===== config.mk =====
export PLATFORM = sky130hd
export DESIGN_NAME = fetch_sequencer
export DESIGN_NICKNAME = d
export VERILOG_FILES = /design/src/rtl/fetch_sequencer.sv
export SDC_FILE = /design/constraint.sdc
export NUM_CORES = 1
export LEC_CHECK = 0
export CAP_MARGIN = 15
export CORE_MARGIN = 2
export CORE_UTILIZATION = 37
export CTS_BUF_LIST = sky130_fd_sc_hd__clkbuf_8
export DETAILED_ROUTE_END_ITERATION = 8
export DONT_BUFFER_PORTS = 1
export SYNTH_ARGS = -nofsm -noshare
export SYNTH_HDL_FRONTEND = slang
export SYNTH_SLANG_ARGS = --single-unit

===== constraint.sdc =====
create_clock -name i_clk -period 2.46 [get_ports i_clk]
set_input_delay 0.246 -clock i_clk [delete_from_list [all_inputs] [get_ports i_clk]]
set_output_delay 0.246 -clock i_clk [all_outputs]
set_load 0.05 [all_outputs]

===== src/rtl/fetch_sequencer.sv =====
// rtl/fetch_sequencer.sv - instruction fetch/issue sequencer; optional single-step via FETCH_SINGLE_STEP_EN
package fetch_seq_pkg;
    // Opcodes live in instruction bits [15:8]; shared with the controller
    localparam logic [7:0] OP_ADD  = 8'h01;
    localparam logic [7:0] OP_LOAD = 8'h02;
    localparam logic [7:0] OP_JUMP = 8'h03;
endpackage

module fetch_sequencer
    import fetch_seq_pkg::*;
#(
    parameter int                ADDR_W       = 8,
    parameter int                INSTR_W      = 16,
    parameter logic [ADDR_W-1:0] RESET_VECTOR = '0,
    parameter int                ROM_LATENCY  = 1,
    parameter int                LOAD_HOLD    = 3,
    parameter int                JUMP_TIMEOUT = 4
) (
    input  logic               i_clk,
    input  logic               i_reset_n,
    input  logic               i_enable,
`ifdef FETCH_SINGLE_STEP_EN
    input  logic               i_step_mode,
    input  logic               i_step,
`endif
    output logic               o_rom_rd,
    output logic [ADDR_W-1:0]  o_rom_addr,
    input  logic [INSTR_W-1:0] i_rom_data,
    output logic               o_instruction_valid,
    output logic [INSTR_W-1:0] o_instruction,
    input  logic               i_set_address_valid,
    input  logic [ADDR_W-1:0]  i_set_address,
    output logic [ADDR_W-1:0]  o_pc,
    output logic               o_busy,
    output logic               o_jump_timeout
);

    typedef enum logic [2:0] {
        S_IDLE,
        S_FETCH,
        S_WAIT_MEM,
        S_ISSUE,
        S_HOLD,
        S_JUMP_WAIT
    } state_t;

    // One shared down-counter serves ROM wait, LOAD hold and JUMP timeout
    localparam int CNT_W = 8;

    state_t             state, state_next;
    logic [ADDR_W-1:0]  pc, pc_next;
    logic [CNT_W-1:0]   cnt, cnt_next;
    logic [INSTR_W-1:0] ir, ir_next;
    logic               jump_to, jump_to_next;
    logic               start_ok;
    logic [7:0]         opcode;

    assign opcode = ir[INSTR_W-1:INSTR_W-8];

`ifdef FETCH_SINGLE_STEP_EN
    // In step mode each i_step seen in IDLE releases exactly one instruction
    assign start_ok = i_enable && (!i_step_mode || i_step);
`else
    assign start_ok = i_enable;
`endif

    // State register; reset drops any in-flight fetch or issue immediately
    always_ff @(posedge i_clk or negedge i_reset_n) begin
        if (!i_reset_n) begin
            state <= S_IDLE;
        end else begin
            state <= state_next;
        end
    end

    // Datapath registers: PC, wait counter, instruction register, sticky timeout
    always_ff @(posedge i_clk or negedge i_reset_n) begin
        if (!i_reset_n) begin
            pc      <= RESET_VECTOR;
            cnt     <= '0;
            ir      <= '0;
            jump_to <= 1'b0;
        end else begin
            pc      <= pc_next;
            cnt     <= cnt_next;
            ir      <= ir_next;
            jump_to <= jump_to_next;
        end
    end

    // Next-state and datapath updates; Moore outputs decoded from the registered state
    always_comb begin
        state_next          = state;
        pc_next             = pc;
        cnt_next            = cnt;
        ir_next             = ir;
        jump_to_next        = jump_to;
        o_rom_rd            = 1'b0;
        o_rom_addr          = '0;
        o_instruction_valid = 1'b0;
        o_instruction       = '0;
        o_busy              = (state != S_IDLE);

        unique case (state)
            S_IDLE: begin
                if (start_ok) begin
                    state_next = S_FETCH;
                end
            end
            S_FETCH: begin
                o_rom_rd   = 1'b1;
                o_rom_addr = pc;
                cnt_next   = CNT_W'(ROM_LATENCY);
                state_next = S_WAIT_MEM;
            end
            S_WAIT_MEM: begin
                if (cnt <= CNT_W'(1)) begin
                    ir_next    = i_rom_data;
                    state_next = S_ISSUE;
                end else begin
                    cnt_next = cnt - CNT_W'(1);
                end
            end
            S_ISSUE: begin
                o_instruction_valid = 1'b1;
                o_instruction       = ir;
                pc_next             = pc + ADDR_W'(1);
                if (opcode == OP_LOAD) begin
                    cnt_next   = CNT_W'(LOAD_HOLD);
                    state_next = (LOAD_HOLD == 0) ? S_IDLE : S_HOLD;
                end else if (opcode == OP_JUMP) begin
                    cnt_next   = CNT_W'(JUMP_TIMEOUT);
                    state_next = S_JUMP_WAIT;
                end else begin
                    state_next = S_IDLE;
                end
            end
            S_HOLD: begin
                if (cnt <= CNT_W'(1)) begin
                    state_next = S_IDLE;
                end else begin
                    cnt_next = cnt - CNT_W'(1);
                end
            end
            S_JUMP_WAIT: begin
                // A target arriving on the expiry cycle still wins over the timeout
                if (i_set_address_valid) begin
                    pc_next    = i_set_address;
                    state_next = S_IDLE;
                end else if (cnt <= CNT_W'(1)) begin
                    jump_to_next = 1'b1;
                    state_next   = S_IDLE;
                end else begin
                    cnt_next = cnt - CNT_W'(1);
                end
            end
            default: begin
                state_next = S_IDLE;
            end
        endcase
    end

    assign o_pc           = pc;
    assign o_jump_timeout = jump_to;

endmodule

After elaboration in Yosys (flattened, before gate mapping)
Cells that the tools add are included.

cells by class
  add/subtract/negate cells = 2
  order comparisons = 1
  eq/ne operators = 12
  multiplexer cells = 18
  bitwise gates (word level) = 1
  reduce and logical (&&, ||, !) cells = 10

operator list
  kind                   count
  $mux W8                6
  $pmux W8 S4            1
  $mux W3                6
  $pmux W3 S6            1
  $eq A8 B2 Y1 const B   2
  $mux W16               1
  $pmux W8 S2            1
  $add A8 B1 Y8 const B  1
  $le A8 B1 Y1 const B   1
  $ne A2 B2 Y1 const B   4
  $sub A8 B1 Y8 const B  1
  $eq A3 B2 Y1 const B   2
  $eq A3 B3 Y1 const B   2
  $reduce_and A2 Y1      3
  $reduce_and A3 Y1      2
  $reduce_bool A4 Y1     1
  $eq A3 B1 Y1 const B   1
  $logic_not A3 Y1       1
  $ne A3 B3 Y1 const B   1
  $reduce_bool A3 Y1     1
  $mux W1                2
  $reduce_bool A2 Y1     1
  $reduce_or A2 Y1       1
  $not A1 Y1             1

storage, ports and cells
  register bits after elaboration = 36
  output and inout bits = 36
  logic and storage cells = 49

Longest topological paths before layout
Gate-level depths: netlist of run 1.

  word-level depth = 4
  depth in mapped cells = 9
  mapped depth without buffers = 6

Worst setup path before layout of run 1
Ideal clock, no wire load.

  path type = register to output
  start = register pc[3], in the netlist o_pc[3]
  end = output port o_rom_addr[3]
  data arrival time = 1.903 ns
  data required time = 2.214 ns
  setup slack = 0.311 ns
  cell stages (with the launch flop) = 3
  path buffers = 0
  cells stage by stage = dfrtp_1 inv_1 nor3_1

between the ends
  cells in the longest elaborated chain, start to end = 1

ends and longest elaborated chain
  what                    RTL line  RTL
  start, declared         51        logic [ADDR_W-1:0] pc, pc_next;
  start signal, assigned  84        pc <= pc_next;
  $mux W8                 104       unique case (state)
  end, declared           27        output logic [ADDR_W-1:0] o_rom_addr,

Every way passes these cells.

Worst setup path in the final report of run 1
  start = register state[2]
  end = output port o_rom_addr[6]

between the ends
  cells in the longest elaborated chain, start to end = 2

ends and longest elaborated chain
  what                    RTL line  RTL
  start, declared         50        state_t state, state_next;
  start signal, assigned  72        state <= state_next;
  $eq A3 B1 Y1            104
  $mux W8                 104

Every way passes these cells.

==> impl_summary.log, run 1 <==
INFO  metric layout-area-overhead-vs-synth = 22.3%
INFO  metric cap_violations = 0
INFO  metric setup.worst_path.class = flop to output port
INFO  metric antenna_found_initial = 0
INFO  metric timing.max_slew.rel_slack = 59.1%
INFO  metric multiInputGateArea = 1080 um^2
INFO  metric cts_hold_buf = 2
INFO  metric firstDrtPassIters = 4
INFO  metric detail_route.drc_violations = 0
INFO  metric globalRoute.totalOverflow = 0
INFO  metric fill_cells = 563
INFO  metric p_per_area = 1420 nW/um^2
INFO  metric clock_sinks = 36
INFO  metric seq_area = 901 um^2
INFO  metric hold_slack = 0.0442 ns
INFO  metric crit_path_start = state[2]$_DFFE_PN0P_
INFO  metric cts_tree = built
INFO  metric floorplan.io_pins = 64
INFO  metric layout-drive-gt1-share = 26.6%
INFO  metric cts_post_setup_buffers_inserted = 0
INFO  metric via_count = 1647
INFO  metric via_count_of_the_first_global_routing_pass = 1629
INFO  metric critical_path.reg2reg.endpoint = ir[2]$_DFFE_PN0P_
INFO  metric placement.cell_area = 2430 um^2
INFO  metric floorplan.die_area = 6250 um^2
INFO  metric pin_slew_with_the_least_headroom_to_its_limit = 0.608 ns
INFO  metric yosys-top-cells-area = sky130_fd_sc_hd__dfrtp_1, sky130_fd_sc_hd__mux2_4, sky130_fd_sc_hd__and3_1
INFO  metric clockBufferDepth = 2
INFO  metric global_route.usage.total = 15.9%
INFO  metric outcome = complete, no violations
INFO  metric number_of_vias_per_cell_after_detailed_routing = 5.26
INFO  metric fp.dieH = 79.1 um
INFO  metric static-leakage-power = 0.00123 uW
INFO  metric crit_fanout = 9
INFO  metric finalNetCount = 271
INFO  metric cts_max_level = 2
INFO  metric syn_inst = 210
INFO  metric layout_min_cycle_time = 2.02 ns
INFO  metric postSynthRegisterBits = 36
INFO  metric reg2regPathDepth = 6
INFO  metric fin_crit_sh = 82.2%
INFO  metric ir_worst_vdd = 0.691 mV
INFO  metric synth.top_cells.by_count = sky130_fd_sc_hd__dfrtp_1, sky130_fd_sc_hd__and3_1, sky130_fd_sc_hd__nand2_1, sky130_fd_sc_hd__nor2_1, sky130_fd_sc_hd__a21oi_1
INFO  metric ant_nets = 0
INFO  metric final.setup.tns = 0 ns
INFO  metric hold_violations = 0
INFO  metric synth_largest_area_cell = sky130_fd_sc_hd__dfrtp_1
INFO  metric ys_async_sr_fraction = 100%
INFO  metric hold_path.class = input port to flop
INFO  metric synthDominantCellAreaShare = 43.2%
INFO  metric path_clk_slew = 0.08 ns
INFO  metric detailedRoute.firstIterationViolations = 72
INFO  metric coreArea = 5470 um^2
INFO  metric gp_routability_congestion = 0.767
INFO  metric hpwl = 3.35 mm
INFO  metric io_buffer_count = 0
INFO  metric grt_start_max_net_pins = 37
INFO  metric skew = 0.00970 ns
INFO  metric clkLatencyLatePin = 0.29 ns
INFO  metric yosysMostFrequentCell = sky130_fd_sc_hd__dfrtp_1
INFO  metric ys_seq_area_share = 43.2%
INFO  metric dieWidth = 79.1 um
INFO  metric synth_edf_count = 0
INFO  metric rows = 27
INFO  metric final-setup-viol-count = 0
INFO  metric grt_setup_unrepaired = no
INFO  metric ys.warnings.count = 0
INFO  metric cts.repair.resized = 0
INFO  metric reg2reg_from = cnt[0]$_DFFE_PN0P_
INFO  metric timing.critical_path.to_type = output port
INFO  metric drv_slew = 0
INFO  metric max_freq = 0.494 GHz
INFO  metric post_layout_nonfiller_instances = 313
INFO  metric insertedDiodeCount = 0
INFO  metric detail_route.wirelength = 4.71 mm
INFO  metric worst_ep_required_time = 2.21 ns
INFO  metric synthesis.nets = 241
INFO  metric critical_path_arrival = 1.78 ns
INFO  metric cts_root_buffer = sky130_fd_sc_hd__clkbuf_8
INFO  metric netlist-cell-type-count = 49
INFO  metric wire_per_inst = 15.0 um
INFO  metric ff2ff_setup_slack = 0.48 ns
INFO  metric mappedNetlistArea = 2090 um^2
INFO  metric avgSynthCellArea = 9.93 um^2
INFO  metric worst_setup_path_endpoint = o_rom_addr[6]
INFO  metric fin_area = 2550 um^2
INFO  metric crit_path_start_kind = flop
INFO  metric initial_core_util = 38.1%
INFO  metric wire_length_of_the_first_global_routing_pass = 7.79 mm
INFO  metric cts-buffers-inserted = 5
INFO  metric dp_cells = 303
INFO  metric layout.core_utilization = 46.6%
INFO  metric postSynth.topFlopCell = sky130_fd_sc_hd__dfrtp_1
## final cells by class
type                            count  area share, %
Clock inverter                      3          0.638
Multi-Input combinational cell    155           42.3
Inverter                            6          0.883
Tap cell                           72           3.53
Timing Repair Buffer               36           14.6
Sequential cell                    36           35.3
Clock buffer                        5           2.70
## worst max-delay path, cell delays in order, from the launching register on
cell and delay [ns]:
sky130_fd_sc_hd__dfrtp_1 0.49, sky130_fd_sc_hd__nand2b_1 0.27, sky130_fd_sc_hd__nor2_2 0.33, sky130_fd_sc_hd__and2_1 0.24
sky130_fd_sc_hd__buf_12 0.15
## state kept, by name, indices dropped and copies added (netlist names)
signal	cells
o_pc	8
ir	16
state	3
o_jump_timeout	1
cnt	8
## layout by cell type (no fill, tap or decap), types with 7 or more instances in the layout
master and count:
sky130_fd_sc_hd__a21oi_1 11, sky130_fd_sc_hd__and2_1 7, sky130_fd_sc_hd__and3_1 19, sky130_fd_sc_hd__buf_12 8, sky130_fd_sc_hd__buf_4 27, sky130_fd_sc_hd__dfrtp_1 36, sky130_fd_sc_hd__inv_1 8, sky130_fd_sc_hd__mux2_4 10
sky130_fd_sc_hd__nand2_1 17, sky130_fd_sc_hd__nand3_1 10, sky130_fd_sc_hd__nor2_1 13, sky130_fd_sc_hd__o21ai_0 10
## metrics by stage
step / total power [uW] / worst slack [ns]
after global placement: 3180 / 0.539
after global routing: 3880 / 0.301
after floorplan: 2690 / 0.311
after detailed placement: 3220 / 0.513
after CTS: 3660 / 0.391
final: 3630 / 0.438
## power breakdown
group          total [uW]  internal (uW)  leakage (uW)  switching (uW)
sequential           1100            832      0.000435             269
clock                 410            194     0.0000507             216
combinational        2120            855      0.000745            1260
## layer usage
metal / wire (um) / up-vias / GRT usage, %
met5: 0 / - / 0
li1: - / 806 / -
met1: 2140 / 788 / 20.2
met4: 38 / 0 / 4.83
met3: 323 / 4 / 5.00
met2: 2200 / 49 / 25.8
## cells by family after synthesis
group	after synthesis	share of synthesized area, %
simple gates	87	23.1
fa+ha+maj	3	1.80
xor+xnor	1	0.420
buf+inv	19	5.10
compound gates	45	14.5
mux	19	11.9
flops	36	43.2
## how the worst min path moves through the flow
stage | from | end | cells after the start
2_1_floorplan | i_reset_n | cnt[0]$_DFFE_PN0P_ | 0
3_3_place_gp | i_reset_n | ir[4]$_DFFE_PN0P_ | 0
3_5_place_dp | i_reset_n | ir[4]$_DFFE_PN0P_ | 0
4_1_cts | i_set_address_valid | o_jump_timeout$_DFFE_PN0P_ | 1
5_1_grt | i_set_address_valid | o_jump_timeout$_DFFE_PN0P_ | 1
6_report | i_set_address_valid | o_jump_timeout$_DFFE_PN0P_ | 1
Power figures use the tool's default switching activity.
==> inputs of run 2 (changes only) <==
Clock period 2.46 ns to 1.75 ns, I/O delays scaled along.
==> run 2 against run 1 <==
Effect of this change: the run now ends with setup timing left; clock-buffer cell count is 2 higher; critical path depth is 1 higher; core utilization is 14 points higher; highest routed layer unchanged.
==> impl_summary.log, run 2 (synthesized netlist as in run 1, its figures left out) <==
INFO  metric outcome = finished, violations left
INFO  metric violated_checks = setup timing
INFO  metric power.clock.fraction = 9.8% (-1.5 points)
INFO  metric final.setup.tns = -0.506 ns (-0.506 ns)
INFO  metric ant_nets = 0 (unchanged)
INFO  metric layout-drive-gt1-share = 51.3% (+25 points)
INFO  metric pin_slew_with_the_least_headroom_to_its_limit = 0.490 ns (-0.118 ns)
INFO  metric dp_cells = 324 (+6.9%)
INFO  metric worstPathBufferInverterCount = 1 (unchanged)
INFO  metric detailedRoute.firstIterationViolations = 74 (+2.8%)
INFO  metric antenna_found_initial = 0 (unchanged)
INFO  metric setup.worst_path.class = flop to flop
INFO  metric layout_min_cycle_time = 1.80 ns
INFO  metric dieWidth = 79.1 um (unchanged)
INFO  metric insertedDiodeCount = 0 (unchanged)
INFO  metric timing.critical_path.to_type = flop
INFO  metric layout.cells.most_common = sky130_fd_sc_hd__dfrtp_1
INFO  metric rows = 27 (unchanged)
INFO  metric fin_crit_sh = 103%
INFO  metric floorplan.io_pins = 64 (unchanged)
INFO  metric hold_path.class = input port to flop
INFO  metric io_buffer_count = 0 (unchanged)
INFO  metric wire_length_of_the_first_global_routing_pass = 9.05 mm (+16%)
INFO  metric grt_start_max_net_pins = 37 (unchanged)
INFO  metric hpwl = 3.70 mm (+11%)
INFO  metric combinational_share_of_power = 67.6% (+9.2 points)
INFO  metric crit_family = simple AND/OR/NAND/NOR gates
INFO  metric critical_path_arrival = 1.97 ns (+0.19 ns)
INFO  metric grt_setup_unrepaired = yes
INFO  metric crit_path_max_incr_delay = 0.44 ns (-0.05 ns)
INFO  metric static-leakage-power = 0.00150 uW (+22%)
INFO  metric hold_violations = 0 (unchanged)
INFO  metric cap_violations = 0 (unchanged)
INFO  metric skew = 0.00506 ns (-0.00464 ns)
INFO  metric floorplan.die_area = 6250 um^2 (unchanged)
INFO  metric path_clk_slew = 0.07 ns (about the same)
INFO  metric crit_path_start_kind = flop
INFO  metric ir_worst_vdd = 1.11 mV (+61%)
INFO  metric fp.dieH = 79.1 um (unchanged)
INFO  metric timing.max_slew.rel_slack = 67.3% (+8.3 points)
INFO  metric final_cell_mix = sky130_fd_sc_hd__dfrtp_1, sky130_fd_sc_hd__buf_4, sky130_fd_sc_hd__buf_12
INFO  metric crit_fanout = 8 (-1)
INFO  metric finalNetCount = 300 (+11%)
INFO  metric gp_routability_congestion = 0.815 (+6.3%)
INFO  metric via_count_of_the_first_global_routing_pass = 1833 (+13%)
INFO  metric largest_register_by_flop_count = ir
INFO  metric largest_register_ff_count = 16 (unchanged)
INFO  metric drv_slew = 0 (unchanged)
INFO  metric layout-area-overhead-vs-synth = 58.2%
INFO  metric clock_sinks = 36 (unchanged)
INFO  metric power.sequential.fraction = 22.7% (-7.6 points)
INFO  metric coreArea = 5470 um^2 (unchanged)
INFO  metric switch_pwr = 2890 uW (+66%)
INFO  metric cell_internal_pwr = 3760 uW (+100%)
INFO  metric via_count = 1807 (+9.7%)
INFO  metric detail_route.wirelength = 5.61 mm (+19%)
INFO  metric critical_path.cell_chain = nor4_4 -> o211ai_4 -> nand2b_4 -> clkbuf_16 -> mux2_4
INFO  metric cts-buffers-inserted = 5 (unchanged)
INFO  metric max_freq = 0.557 GHz
INFO  metric globalRoute.totalOverflow = 0 (unchanged)
INFO  metric cpMaxStageDelayCell = sky130_fd_sc_hd__dfrtp_2
INFO  metric cts_tree = built
INFO  metric initial_core_util = 38.1% (unchanged)
INFO  metric p_per_area = 2020 nW/um^2 (+42%)
INFO  metric finalWorstSetupSlack = -0.0469 ns (-0.484 ns)
INFO  metric cts_max_level = 2 (unchanged)
INFO  metric number_of_vias_per_cell_after_detailed_routing = 5.30 (+0.71%)
INFO  metric clkLatencyLatePin = 0.29 ns (about the same)
INFO  metric worst_ep_required_time = 1.93 ns (-0.28 ns)
INFO  metric ff2ff_setup_slack = -0.05 ns (-0.53 ns)
INFO  metric cts_root_buffer = sky130_fd_sc_hd__clkbuf_8
INFO  metric clockBufferDepth = 2 (unchanged)
INFO  metric final-setup-viol-count = 16 (+16)
INFO  metric wire_per_inst = 16.5 um (+9.5%)
INFO  metric firstDrtPassIters = 4 (unchanged)
INFO  metric detail_route.drc_violations = 0 (unchanged)
INFO  metric global_route.usage.total = 18.5% (+2.6 points)
INFO  metric switching_share = 43.5% (-4.7 points)
INFO  metric post_layout_nonfiller_instances = 341 (+8.9%)
## run 2: path summary, 6_finish.rpt
kind                                 startpoint  depth (start not counted)              endpoint
setup / recovery             cnt[4]$_DFFE_PN0P_                          5    ir[14]$_DFFE_PN0P_
setup reg to reg             cnt[4]$_DFFE_PN0P_                          5    ir[14]$_DFFE_PN0P_
min in group asynchronous             i_reset_n                          2  state[1]$_DFFE_PN0P_
hold / removal                 i_set_address[0]                          2   o_pc[0]$_DFFE_PN0P_
max in group asynchronous             i_reset_n                          2  state[0]$_DFFE_PN0P_
hold reg to reg            state[2]$_DFFE_PN0P_                          1  state[1]$_DFFE_PN0P_
## run 2: power by group through the flow
stage | Combinational, uW | Clock (uW) | Sequential (uW)
2_1_floorplan | 2390 | 0 | 1560
3_3_place_gp | 3790 | 0 | 1460
3_5_place_dp | 3840 | 0 | 1480
4_1_cts | 4030 | 668 | 1450
5_1_grt | 4760 | 706 | 1560
6_report | 4500 | 651 | 1510
## run 2: worst register-to-register path: cells and delay by family, from the launching register on
kind | cells | cell delay [ns]
AO/OA/AOI/OAI | 1 | 0.17
buffers and inverters | 1 | 0.19
flip-flops | 1 | 0.44
AND/OR/NAND/NOR | 2 | 0.58
multiplexers | 1 | 0.30
## run 2: per-stage QoR
step | power [uW] | hold slack (ns) | area, um^2 | worst slack, ns | util [%]
global placement | 5250 | -0.119 | 2860 | -0.0613 | 52.2
global route | 7030 | 0.0152 | 3300 | -0.0830 | 60.3
finish | 6660 | 0.0202 | 3300 | -0.0469 | 60.3
floorplan | 3950 | -0.121 | 2140 | 0.00310 | -
CTS | 6140 | 0.0138 | 3060 | -0.0293 | 55.9
detailed placement | 5310 | -0.119 | 2860 | -0.0633 | 52.2
## run 2: final cells by class
class,count,area [um^2]
Fill cell,452,2170
Timing Repair Buffer,65,867
Inverter,6,26.3
Tap cell,72,90.1
Multi-Input combinational cell,155,1320
Clock buffer,7,96.3
Sequential cell,36,905
## run 2: repair_timing
| item | 4_1_cts | 5_1_grt |
|---|---|---|
| hold buffers | 3 | 0 |
| pin swaps | 5 | 7 |
| buffers inserted | 3 | 3 |
| cloned | 0 | 1 |
| hold endpoints to repair | 37 | 0 |
| gates resized for setup | 15 | 44 |
| setup endpoints to repair | 46 | 50 |
## run 2: routing by layer
metal | wire (um) | global-route usage [%] | vias up
li1 | - | - | 870
met1 | 2290 | 23.1 | 871
met2 | 2850 | 30.5 | 58
met3 | 382 | 5.45 | 8
met4 | 93 | 6.21 | 0
met5 | 0 | 0 | -
